## src/rtl/keypad_emulator.sv

```systemverilog
// Keypad emulator: replays queued key codes onto a 4x4 matrix keypad
// interface. A scanner drives one-hot columns; while a key is "pressed"
// the matching one-hot row is returned combinationally for a fixed
// number of column sweeps, followed by a release gap.
module keypad_emulator #(
    parameter int HOLD_SCANS = 2,
    parameter int GAP_SCANS  = 2,
    parameter int FIFO_DEPTH = 4
) (
    input  logic       clk,
    input  logic       rst,
    input  logic       en,
    input  logic [3:0] col,
    output logic [3:0] row,
    input  logic       key_valid,
    input  logic [3:0] key_code,
    output logic       key_ready,
    output logic       busy,
    output logic [3:0] cur_key,
    output logic [7:0] keys_sent,
    output logic       overflow
);

    localparam int PTR_W     = (FIFO_DEPTH > 1) ? $clog2(FIFO_DEPTH) : 1;
    localparam int CNT_W     = $clog2(FIFO_DEPTH + 1);
    localparam int MAX_SCANS = (HOLD_SCANS > GAP_SCANS) ? HOLD_SCANS : GAP_SCANS;
    localparam int SCAN_W    = (MAX_SCANS > 1) ? $clog2(MAX_SCANS) : 1;

    typedef enum logic [1:0] {
        S_IDLE  = 2'd0,
        S_PRESS = 2'd1,
        S_GAP   = 2'd2
    } state_t;

    state_t              r_state;
    state_t              w_next_state;
    logic [3:0]          r_mem [FIFO_DEPTH];
    logic [PTR_W-1:0]    r_wr_ptr;
    logic [PTR_W-1:0]    r_rd_ptr;
    logic [CNT_W-1:0]    r_count;
    logic [3:0]          r_key;
    logic [SCAN_W-1:0]   r_scan_cnt;
    logic [7:0]          r_keys_sent;
    logic                r_overflow;

    logic                w_ready;
    logic                w_push;
    logic                w_pop;
    logic                w_tick;
    logic                w_scan_clr;
    logic                w_scan_inc;
    logic                w_press_done;

    // Readiness comes from registered occupancy only, so a pop in the same
    // cycle never makes room for a push into a full FIFO.
    assign w_ready = (r_count != CNT_W'(FIFO_DEPTH));
    assign w_push  = key_valid && w_ready;
    // A scan tick marks the end of one full column sweep.
    assign w_tick  = en && (col == 4'b0001);

    assign key_ready = w_ready;
    assign busy      = (r_state != S_IDLE) || (r_count != CNT_W'(0));
    assign cur_key   = (r_state == S_PRESS) ? r_key : 4'b0000;
    assign keys_sent = r_keys_sent;
    assign overflow  = r_overflow;

    // FSM state register.
    always_ff @(posedge clk or negedge rst) begin
        if (!rst) begin
            r_state <= S_IDLE;
        end else begin
            r_state <= w_next_state;
        end
    end

    // Next-state and sequencing strobes; nothing advances while en is low.
    always_comb begin
        w_next_state = r_state;
        w_pop        = 1'b0;
        w_scan_clr   = 1'b0;
        w_scan_inc   = 1'b0;
        w_press_done = 1'b0;
        if (en) begin
            case (r_state)
                S_IDLE: begin
                    if (r_count != CNT_W'(0)) begin
                        w_pop        = 1'b1;
                        w_scan_clr   = 1'b1;
                        w_next_state = S_PRESS;
                    end
                end
                S_PRESS: begin
                    if (w_tick) begin
                        if (r_scan_cnt == SCAN_W'(HOLD_SCANS - 1)) begin
                            w_next_state = S_GAP;
                            w_scan_clr   = 1'b1;
                            w_press_done = 1'b1;
                        end else begin
                            w_scan_inc = 1'b1;
                        end
                    end
                end
                S_GAP: begin
                    if (w_tick) begin
                        if (r_scan_cnt == SCAN_W'(GAP_SCANS - 1)) begin
                            w_next_state = S_IDLE;
                            w_scan_clr   = 1'b1;
                        end else begin
                            w_scan_inc = 1'b1;
                        end
                    end
                end
                default: begin
                    w_next_state = S_IDLE;
                end
            endcase
        end
    end

    // Row response follows col with zero latency; a non-one-hot col can
    // never equal the key's one-hot column, so it always yields 0000.
    always_comb begin
        row = 4'b0000;
        if ((r_state == S_PRESS) && en && (col == (4'b1000 >> r_key[1:0]))) begin
            row = 4'b1000 >> r_key[3:2];
        end
    end

    // FIFO storage; contents need no reset since occupancy guards reads.
    always_ff @(posedge clk) begin
        if (w_push) begin
            r_mem[r_wr_ptr] <= key_code;
        end
    end

    // FIFO pointers and occupancy, pointers wrap at FIFO_DEPTH.
    always_ff @(posedge clk or negedge rst) begin
        if (!rst) begin
            r_wr_ptr <= '0;
            r_rd_ptr <= '0;
            r_count  <= '0;
        end else begin
            if (w_push) begin
                r_wr_ptr <= (r_wr_ptr == PTR_W'(FIFO_DEPTH - 1)) ? '0 : r_wr_ptr + PTR_W'(1);
            end
            if (w_pop) begin
                r_rd_ptr <= (r_rd_ptr == PTR_W'(FIFO_DEPTH - 1)) ? '0 : r_rd_ptr + PTR_W'(1);
            end
            case ({w_push, w_pop})
                2'b10:   r_count <= r_count + CNT_W'(1);
                2'b01:   r_count <= r_count - CNT_W'(1);
                default: r_count <= r_count;
            endcase
        end
    end

    // Key register loads the FIFO head when a press begins.
    always_ff @(posedge clk or negedge rst) begin
        if (!rst) begin
            r_key <= 4'b0000;
        end else if (w_pop) begin
            r_key <= r_mem[r_rd_ptr];
        end
    end

    // Scan counter counts sweeps within PRESS and GAP.
    always_ff @(posedge clk or negedge rst) begin
        if (!rst) begin
            r_scan_cnt <= '0;
        end else if (w_scan_clr) begin
            r_scan_cnt <= '0;
        end else if (w_scan_inc) begin
            r_scan_cnt <= r_scan_cnt + SCAN_W'(1);
        end
    end

    // Completed-press counter (saturating) and sticky drop flag.
    always_ff @(posedge clk or negedge rst) begin
        if (!rst) begin
            r_keys_sent <= 8'd0;
            r_overflow  <= 1'b0;
        end else begin
            if (w_press_done && (r_keys_sent != 8'hFF)) begin
                r_keys_sent <= r_keys_sent + 8'd1;
            end
            if (key_valid && !w_ready) begin
                r_overflow <= 1'b1;
            end
        end
    end

endmodule

```

## config.mk

```make
export PLATFORM = sky130hd
export DESIGN_NAME = keypad_emulator
export DESIGN_NICKNAME = d
export VERILOG_FILES = /design/src/rtl/keypad_emulator.sv
export SDC_FILE = /design/constraint.sdc
export NUM_CORES = 1
export LEC_CHECK = 0
export ABC_CLOCK_PERIOD_IN_PS = 2800
export CAP_MARGIN = 30
export CORE_MARGIN = 1.5
export CORE_UTILIZATION = 25
export CTS_CLUSTER_DIAMETER = 120
export DETAILED_ROUTE_END_ITERATION = 12
export MAX_ROUTING_LAYER = met4
export PLACE_DENSITY = 0.5
export SYNTH_ARGS = -nofsm -noshare
export SYNTH_HDL_FRONTEND = slang
export SYNTH_SLANG_ARGS = --single-unit
```

## constraint.sdc

```tcl
create_clock -name clk -period 2.8 [get_ports clk]
set_input_delay 0.7 -clock clk [delete_from_list [all_inputs] [get_ports clk]]
set_output_delay 0.7 -clock clk [all_outputs]
set_load 0.01 [all_outputs]
```

==> metrics.md, run 1 <==
| Metric | Value |
|---|---|
| Busiest layer in global routing | `met2` |
| Max-slew violation count | `0` |
| Sw Share | `0.329` |
| Rel. slew slack | `0.781` |
| YS warnings | `0` |
| Internal power | `1.46 mW` |
| Main synth FF type | `dfrtp_1` |
| Critical Path End Type | `output pin` |
| Routed Antenna Nets | `0` |
| Final Util | `0.347` |
| Drt first pass iters | `4` |
| Nets@finish | `220` |
| Total track usage | `0.0994` |
| Die H | `91.6 um` |
| Dpl cell area | `2480 sq um` |
| Clock root cell | `clkbuf_8` |
| Setup tns final | `0 ps` |
| CP delay by family, top | `simple AND/OR/NAND/NOR gates` |
| Peak Freq | `0.367 GHz` |
| Rows | `32` |
| Flops & latches, synth | `39` |
| Io pins | `31` |
| Synthesized area | `1960 sq um` |
| Area contributors post-synth | `dfrtp_1 (29%), edfxtp_1 (25%), ha_1 (8.3%), mux2_2 (5.2%), mux4_2 (4.6%)` |
| Die width | `91.6 um` |
| Sequential share of power | `0.418` |
| Crit path from | `col[1]` |
| Number of global-route vias before repair | `1259` |
| Power per Cell Area | `821 nW/um^2` |
| Share of the synthesized area in the top cell type | `0.294` |
| Number of synthesized flops with an enable pin | `16` |
| Clock share of power | `0.220` |
| Dpl hpwl | `2.63 mm` |
| CTS tree | `built` |
| CP max FO | `4` |
| Fin. Hold Viols | `0` |
| Most common cell after layout, fill and taps aside | `dfrtp_1` |
| Seq/Total Area, Yosys | `0.539` |
| Later-pin clock latency in the skew report | `300 ps` |
| Worst EP arrival | `a little over 2000 ps` |
| Met1 Usage GRT | `0.132` |
| First-pass GRT wire length | `6.22 mm` |
| Area of all placed cells without fillers | `2660 sq um` |
| Layout cells sized above 1 | `0.287` |
| Syn_area_per_cell | `13.5 sq um` |
| Global routing usage on met2 | `0.146` |
| Initial drt markers | `31` |
| Hold Crit Start | `overflow` |
| Post-synth top area cell | `dfrtp_1` |
| Largest net degree at the start of global routing | `24` |
| Ant diodes | `0` |
| Sw Pwr | `0.716 mW` |
| Clk sinks | `39` |
| Peak supply drop | `around 0.21 mV` |
| Slowest CP cell | `or3_4` |
| Slowest stage delay, CP | `between 300 and 400 ps` |
| Via count | `approximately 1300` |
| Clock Skew | `11.8 ps` |
| Cells after Synth | `145` |
| Worst path required time | `2100 ps` |
| GR Overflow Total | `0` |
| Min Tclk post-route | `2720 ps` |
| TritonCTS Buffers | `5` |
| DIE AREA | `8380 sq um` |
| M3 GR Usage | `0.0226` |
| Most frequent cells in the layout | `dfrtp_1 (23), clkdlybuf4s50_1 (22), edfxtp_1 (16)` |
| Worst hold path type | `reg2reg` |
| Max cap viols | `0` |
| Drc violations | `0` |
| Number of antenna violations at the first check in global routing | `0` |
| H-tree depth | `2` |
| Starting Density | `0.256` |
| Buffers on Ports | `30` |
| Setup bufs post-CTS | `0` |
| Worst-path cell chain | `dlygate4sd2_1 -> or3_4 -> a21oi_4 -> a31oi_4 -> nor4_2 -> clkdlybuf4s15_2` |
| Startpoint Class | `input pin` |
| Filler cell count | `765` |
| Syn Nets | `171` |
| Via-to-Cell Ratio | `4.23` |
| FF-to-FF Start | `r_count[0]` |
| Drt total wl | `3.69 mm` |
| Final period util | `0.973` |
| RePlAce Congestion | `0.699` |
| RSZ-0062 raised after global routing | `no` |
| Worst slew pin tran | `329 ps` |
| Routed len/inst | `12.4 um` |
| Critical path buffer and inverter count | `2` |
| CTS Buffer Depth | `2` |
| Comb pwr share | `0.363` |
| Area Growth Syn to Fin | `35.4%` |
| Core Area | `7650 sq um` |
| Post-synthesis async set-or-reset flop share | `0.590` |
| Critical path class | `in2out` |
| Count of cell types in the netlist | `40` |
| Clock-pin slew on the worst setup and hold paths | `70 ps` |
| Status | `complete, no violations` |
| P_leak | `1.13 nW` |
| Final setup violation count | `0` |
-- Yosys cell counts (2+ instances only) --
cell type and instances:
nand3_1 4, and3_1 7, nor4b_1 2, and4_1 2, nand2_1 7, or2b_1 2, dfrtp_1 23, nand4_1 2
nand3b_1 2, a31oi_1 4, ha_1 13, nor3_1 2, edfxtp_1 16, a21oi_1 2, xor2_1 3, nor2_1 5
xnor2_1 5, mux2_2 9, mux4_2 4, and2_1 4, inv_1 8
-- flip-flops by register name, summed over array words and instances, names as in the netlist --
register,cells
r_count,3
r_scan_cnt,1
r_key,4
overflow,1
r_wr_ptr,2
r_rd_ptr,2
r_mem,16
r_state,2
keys_sent,8
-- cell families (layout without fill, tap and decap cells) --
group	Yosys count	in the layout	share of synthesized area
compound gates	12	12	0.0402
xor+xnor	8	8	0.0357
fa+ha+maj	14	14	0.0932
buf+inv	10	60	0.0230
flops	39	39	0.539
mux	15	15	0.111
simple gates	47	47	0.158
-- area by class of cell --
type	instances	area [sq um]	area share
sequential	39	1060	0.398
multi-input combinational	96	932	0.351
timing repair buffer	44	394	0.148
tap	102	128	0.0481
clock buffer	5	68.8	0.0259
clock inverter	3	46.3	0.0174
inverter	8	30.0	0.0113
-- power groups by stage --
stage	sequential [mW]	clock [mW]	combinational [mW]
final	0.910	0.479	0.790
after global routing	0.941	0.523	0.890
after CTS	0.910	0.500	0.803
after detailed placement	0.919	0	0.773
after global placement	0.919	0	0.767
after floorplan	0.875	0	0.516
-- stage by stage --
stage,hold slack [ps],instances,power [mW],setup WS [ps]
after floorplan,404,145,1.39,279
after global placement,489,289,1.69,-616
after detailed placement,464,289,1.69,-676
after CTS,495,297,2.21,13.2
after global routing,519,297,2.35,7.18
final,488,297,2.18,75.6
-- worst paths after layout --
kind / slack (ps) / cells past startpoint / endpoint
min in group asynchronous: 750 / 2 / keys_sent[7]
worst max register to register: 660 / 9 / r_count[2]
worst max-delay path: 80 / 6 / row[3]
worst min-delay path: 490 / 1 / overflow
worst min register to register: 490 / 1 / overflow
max in group asynchronous: 1800 / 2 / r_wr_ptr[1]
-- repair_timing --
item                       CTS  global route
gates resized for setup     26             8
setup endpoints to repair    4             4
hold buffers                 0             0
pin swaps                    3             2
-- worst register-to-register path, cell delays in order, from the launching register on --
cell     delay, ps
dfrtp_1        430
nor2_1         230
nand2_1        200
nand2_1        170
ha_1           200
inv_1           60
fa_1           370
xor2_1         150
nor2_1         110
xor2_1         150
-- metal layers --
| metal | share of wire | vias up |
|---|---|---|
| li1 | - | 629 |
| met5 | 0 | - |
| met3 | 0.034 | 6 |
| met2 | 0.44 | 20 |
| met4 | 0.021 | 0 |
| met1 | 0.50 | 600 |
(Power assumes the default switching activity.)
==> run 2, diff against run 1 <==
==> constraint.sdc (replaced) <==
create_clock -name clk -period 2.8 [get_ports clk]
set_input_delay 0.84 -clock clk [delete_from_list [all_inputs] [get_ports clk]]
set_output_delay 0.84 -clock clk [all_outputs]
set_load 0.01 [all_outputs]
==> run 2 against run 1 <==
Effect of this change:
- sequential cell count stayed put
- core utilization is 0.57 points higher
- die area stayed put
- sequential share of layout area is 0.65 points lower
- register-to-register slack hardly changed
- cell count is 0.34% higher
- maximum frequency is 0.99% lower
- worst hold slack worse by 6.7 ps
- wire length is 4.6% lower
- clock skew is 3.6 ps lower
- combinational power is 3% higher
- worst setup slack worse by 27 ps
- critical endpoint is now row[1]
==> metrics.md, run 2 (synthesis results as in run 1) <==
| Metric | Value |
|---|---|
| CTS tree | `built (unchanged)` |
| Rel. slew slack | `0.766 (was 0.781)` |
| Reg2reg setup slack | `660 ps (about the same)` |
| Critical path class | `in2out (unchanged)` |
| Setup bufs post-CTS | `0 (unchanged)` |
| Dpl hpwl | `2.63 mm (about the same)` |
| Power per Cell Area | `840 nW/um^2 (was 821 nW/um^2)` |
| Worst path required time | `1960 ps (was 2100 ps)` |
| Via-to-Cell Ratio | `4.14 (was 4.23)` |
| Area of all placed cells without fillers | `2700 sq um (was 2660 sq um)` |
| Hold depth | `1 (unchanged)` |
| Reg2reg end | `r_count[2] (unchanged)` |
| Most common cell after layout, fill and taps aside | `dfrtp_1 (unchanged)` |
| P_leak | `1.15 nW (was 1.13 nW)` |
| Largest net degree at the start of global routing | `24 (unchanged)` |
| Clock share of power | `0.240 (was 0.220)` |
| Sw Pwr | `0.703 mW (was 0.716 mW)` |
| Drt first pass iters | `4 (unchanged)` |
| Clock-pin slew on the worst setup and hold paths | `70 ps (about the same)` |
| Final setup violation count | `0 (unchanged)` |
| R2R depth | `11 (was 9)` |
| Layout cells sized above 1 | `0.306 (was 0.287)` |
| Sw Share | `0.310 (was 0.329)` |
| Hold path endpoint | `overflow (unchanged)` |
| Slowest CP cell | `or3_4 (unchanged)` |
| Max-slew violation count | `0 (unchanged)` |
| Starting Density | `0.256 (unchanged)` |
| Via count | `1234 (was 1255)` |
| Buffers on Ports | `30 (unchanged)` |
| DIE AREA | `8380 sq um (unchanged)` |
| Total track usage | `0.0936 (was 0.0994)` |
| Hold Crit Start | `overflow (unchanged)` |
| Filler cell count | `753 (was 765)` |
| CP max FO | `4 (unchanged)` |
| Routed len/inst | `11.8 um (was 12.4 um)` |
| Flip-flop count of the largest register after layout | `16 (unchanged)` |
| Core Area | `7650 sq um (unchanged)` |
| Sequential share of power | `0.403 (was 0.418)` |
| Final period util | `0.983 (was 0.973)` |
| Io pins | `31 (unchanged)` |
| Worst slew pin tran | `351 ps (was 329 ps)` |
| Die H | `91.6 um (unchanged)` |
| GR Overflow Total | `0 (unchanged)` |
| Die width | `91.6 um (unchanged)` |
| Critical Path End Type | `output pin (unchanged)` |
| First-pass GRT wire length | `5.93 mm (was 6.22 mm)` |
| Overall Power | `2.27 mW (was 2.18 mW)` |
| Initial drt markers | `71 (was 31)` |
| CTS Buffer Depth | `2 (unchanged)` |
| Status | `complete, no violations (unchanged)` |
| Number of antenna violations at the first check in global routing | `0 (unchanged)` |
| Worst EP arrival | `1910 ps (was 2020 ps)` |
| TritonCTS Buffers | `5 (unchanged)` |
| FF-to-FF Start | `r_state[0] (was r_count[0])` |
| Routed Antenna Nets | `0 (unchanged)` |
| Peak Freq | `0.363 GHz (was 0.367 GHz)` |
| Internal power | `1.56 mW (was 1.46 mW)` |
| Dpl cell area | `2490 sq um (was 2480 sq um)` |
| Reg with most FFs | `r_mem (unchanged)` |
| Later-pin clock latency in the skew report | `280 ps (was 300 ps)` |
| Worst-path cell chain | `buf_6 -> or3_4 -> a21oi_4 -> a31oi_4 -> nor4b_4 -> buf_2 (was dlygate4sd2_1 -> or3_4 -> a21oi_4 -> a31oi_4 -> nor4_2 -> clkdlybuf4s15_2)` |
| Area Growth Syn to Fin | `37.7% (was 35.4%)` |
| Comb pwr share | `0.357 (was 0.363)` |
| H-tree depth | `2 (unchanged)` |
| Nets@finish | `221 (was 220)` |
| Clock Skew | `8.23 ps (was 11.8 ps)` |
| Max cap viols | `0 (unchanged)` |
| Min Tclk post-route | `2750 ps (was 2720 ps)` |
| Fin. Hold Viols | `0 (unchanged)` |
| Ant diodes | `0 (unchanged)` |
| Slowest stage delay, CP | `360 ps (was 380 ps)` |
| Rows | `32 (unchanged)` |
| RePlAce Congestion | `0.706 (was 0.699)` |
| Worst hold path type | `reg2reg (unchanged)` |
| Peak supply drop | `0.313 mV (was 0.213 mV)` |
| Number of global-route vias before repair | `1263 (was 1259)` |
| Clk sinks | `39 (unchanged)` |
| Clock root cell | `clkbuf_8 (unchanged)` |
| RSZ-0062 raised after global routing | `no (unchanged)` |
| Drc violations | `0 (unchanged)` |
| Startpoint Class | `input pin (unchanged)` |
| Most frequent cells in the layout | `dfrtp_1 (23), clkdlybuf4s50_1 (21), edfxtp_1 (16) (was dfrtp_1 (23), clkdlybuf4s50_1 (22), edfxtp_1 (16))` |
| Drt total wl | `3.52 mm (was 3.69 mm)` |
run 2: worst max-delay path by stage:
stage          startpoint      to  slack [ps]  cells after the start
2_1_floorplan      col[1]  row[1]          -1                      4
3_3_place_gp       col[1]  row[2]        -890                      6
3_5_place_dp       col[1]  row[2]        -910                      6
4_1_cts            col[0]  row[2]          10                      6
5_1_grt            col[1]  row[1]           4                      7
6_report           col[0]  row[1]          50                      6
run 2: timing repair:
item                       in CTS  in global routing
pin swaps                       4                  4
setup endpoints to repair       4                  4
gates resized for setup        39                 11
hold endpoints to repair        0                  0
hold buffers                    0                  0
run 2: power by group through the flow:
stage / Combinational [mW] / Clock (mW) / Sequential (mW)
finish: 0.810 / 0.545 / 0.913
global placement: 0.769 / 0 / 0.919
CTS: 0.804 / 0.563 / 0.908
detailed placement: 0.773 / 0 / 0.917
global route: 0.914 / 0.584 / 0.940
floorplan: 0.516 / 0 / 0.875
run 2: cell type report:
type,instances,area [sq um],area share
Multi-Input combinational cell,96,960,0.356
Clock inverter,2,60.1,0.0223
Inverter,8,30.0,0.0111
Clock buffer,6,72.6,0.0269
Sequential cell,39,1060,0.391
Tap cell,102,128,0.0473
Timing Repair Buffer,45,393,0.146
run 2: per-layer routing:
metal	up-vias	GRT usage	routed length (um)
met1	581	0.119	1860
met3	4	0.0226	119
met4	0	0.0352	53
li1	627	-	-
met5	-	-	0
met2	22	0.144	1480
run 2: worst max-delay path: cells and delay by family:
kind,cells,cell delay [ps]
AO/OA/AOI/OAI,2,220
AND/OR/NAND/NOR,2,590
buffers and inverters,2,260
run 2: through the flow:
step                      utilization  hold slack [ps]  setup WS, ps  TNS (ps)  cells
final                           0.353              481          48.4         0    298
after CTS                       0.348              490          9.80         0    298
after global routing            0.353              506          4.10         0    298
after global placement          0.325              490          -891     -3630    290
after floorplan                     -              489         -1.41     -2.82    145
after detailed placement        0.325              459          -914     -3580    290
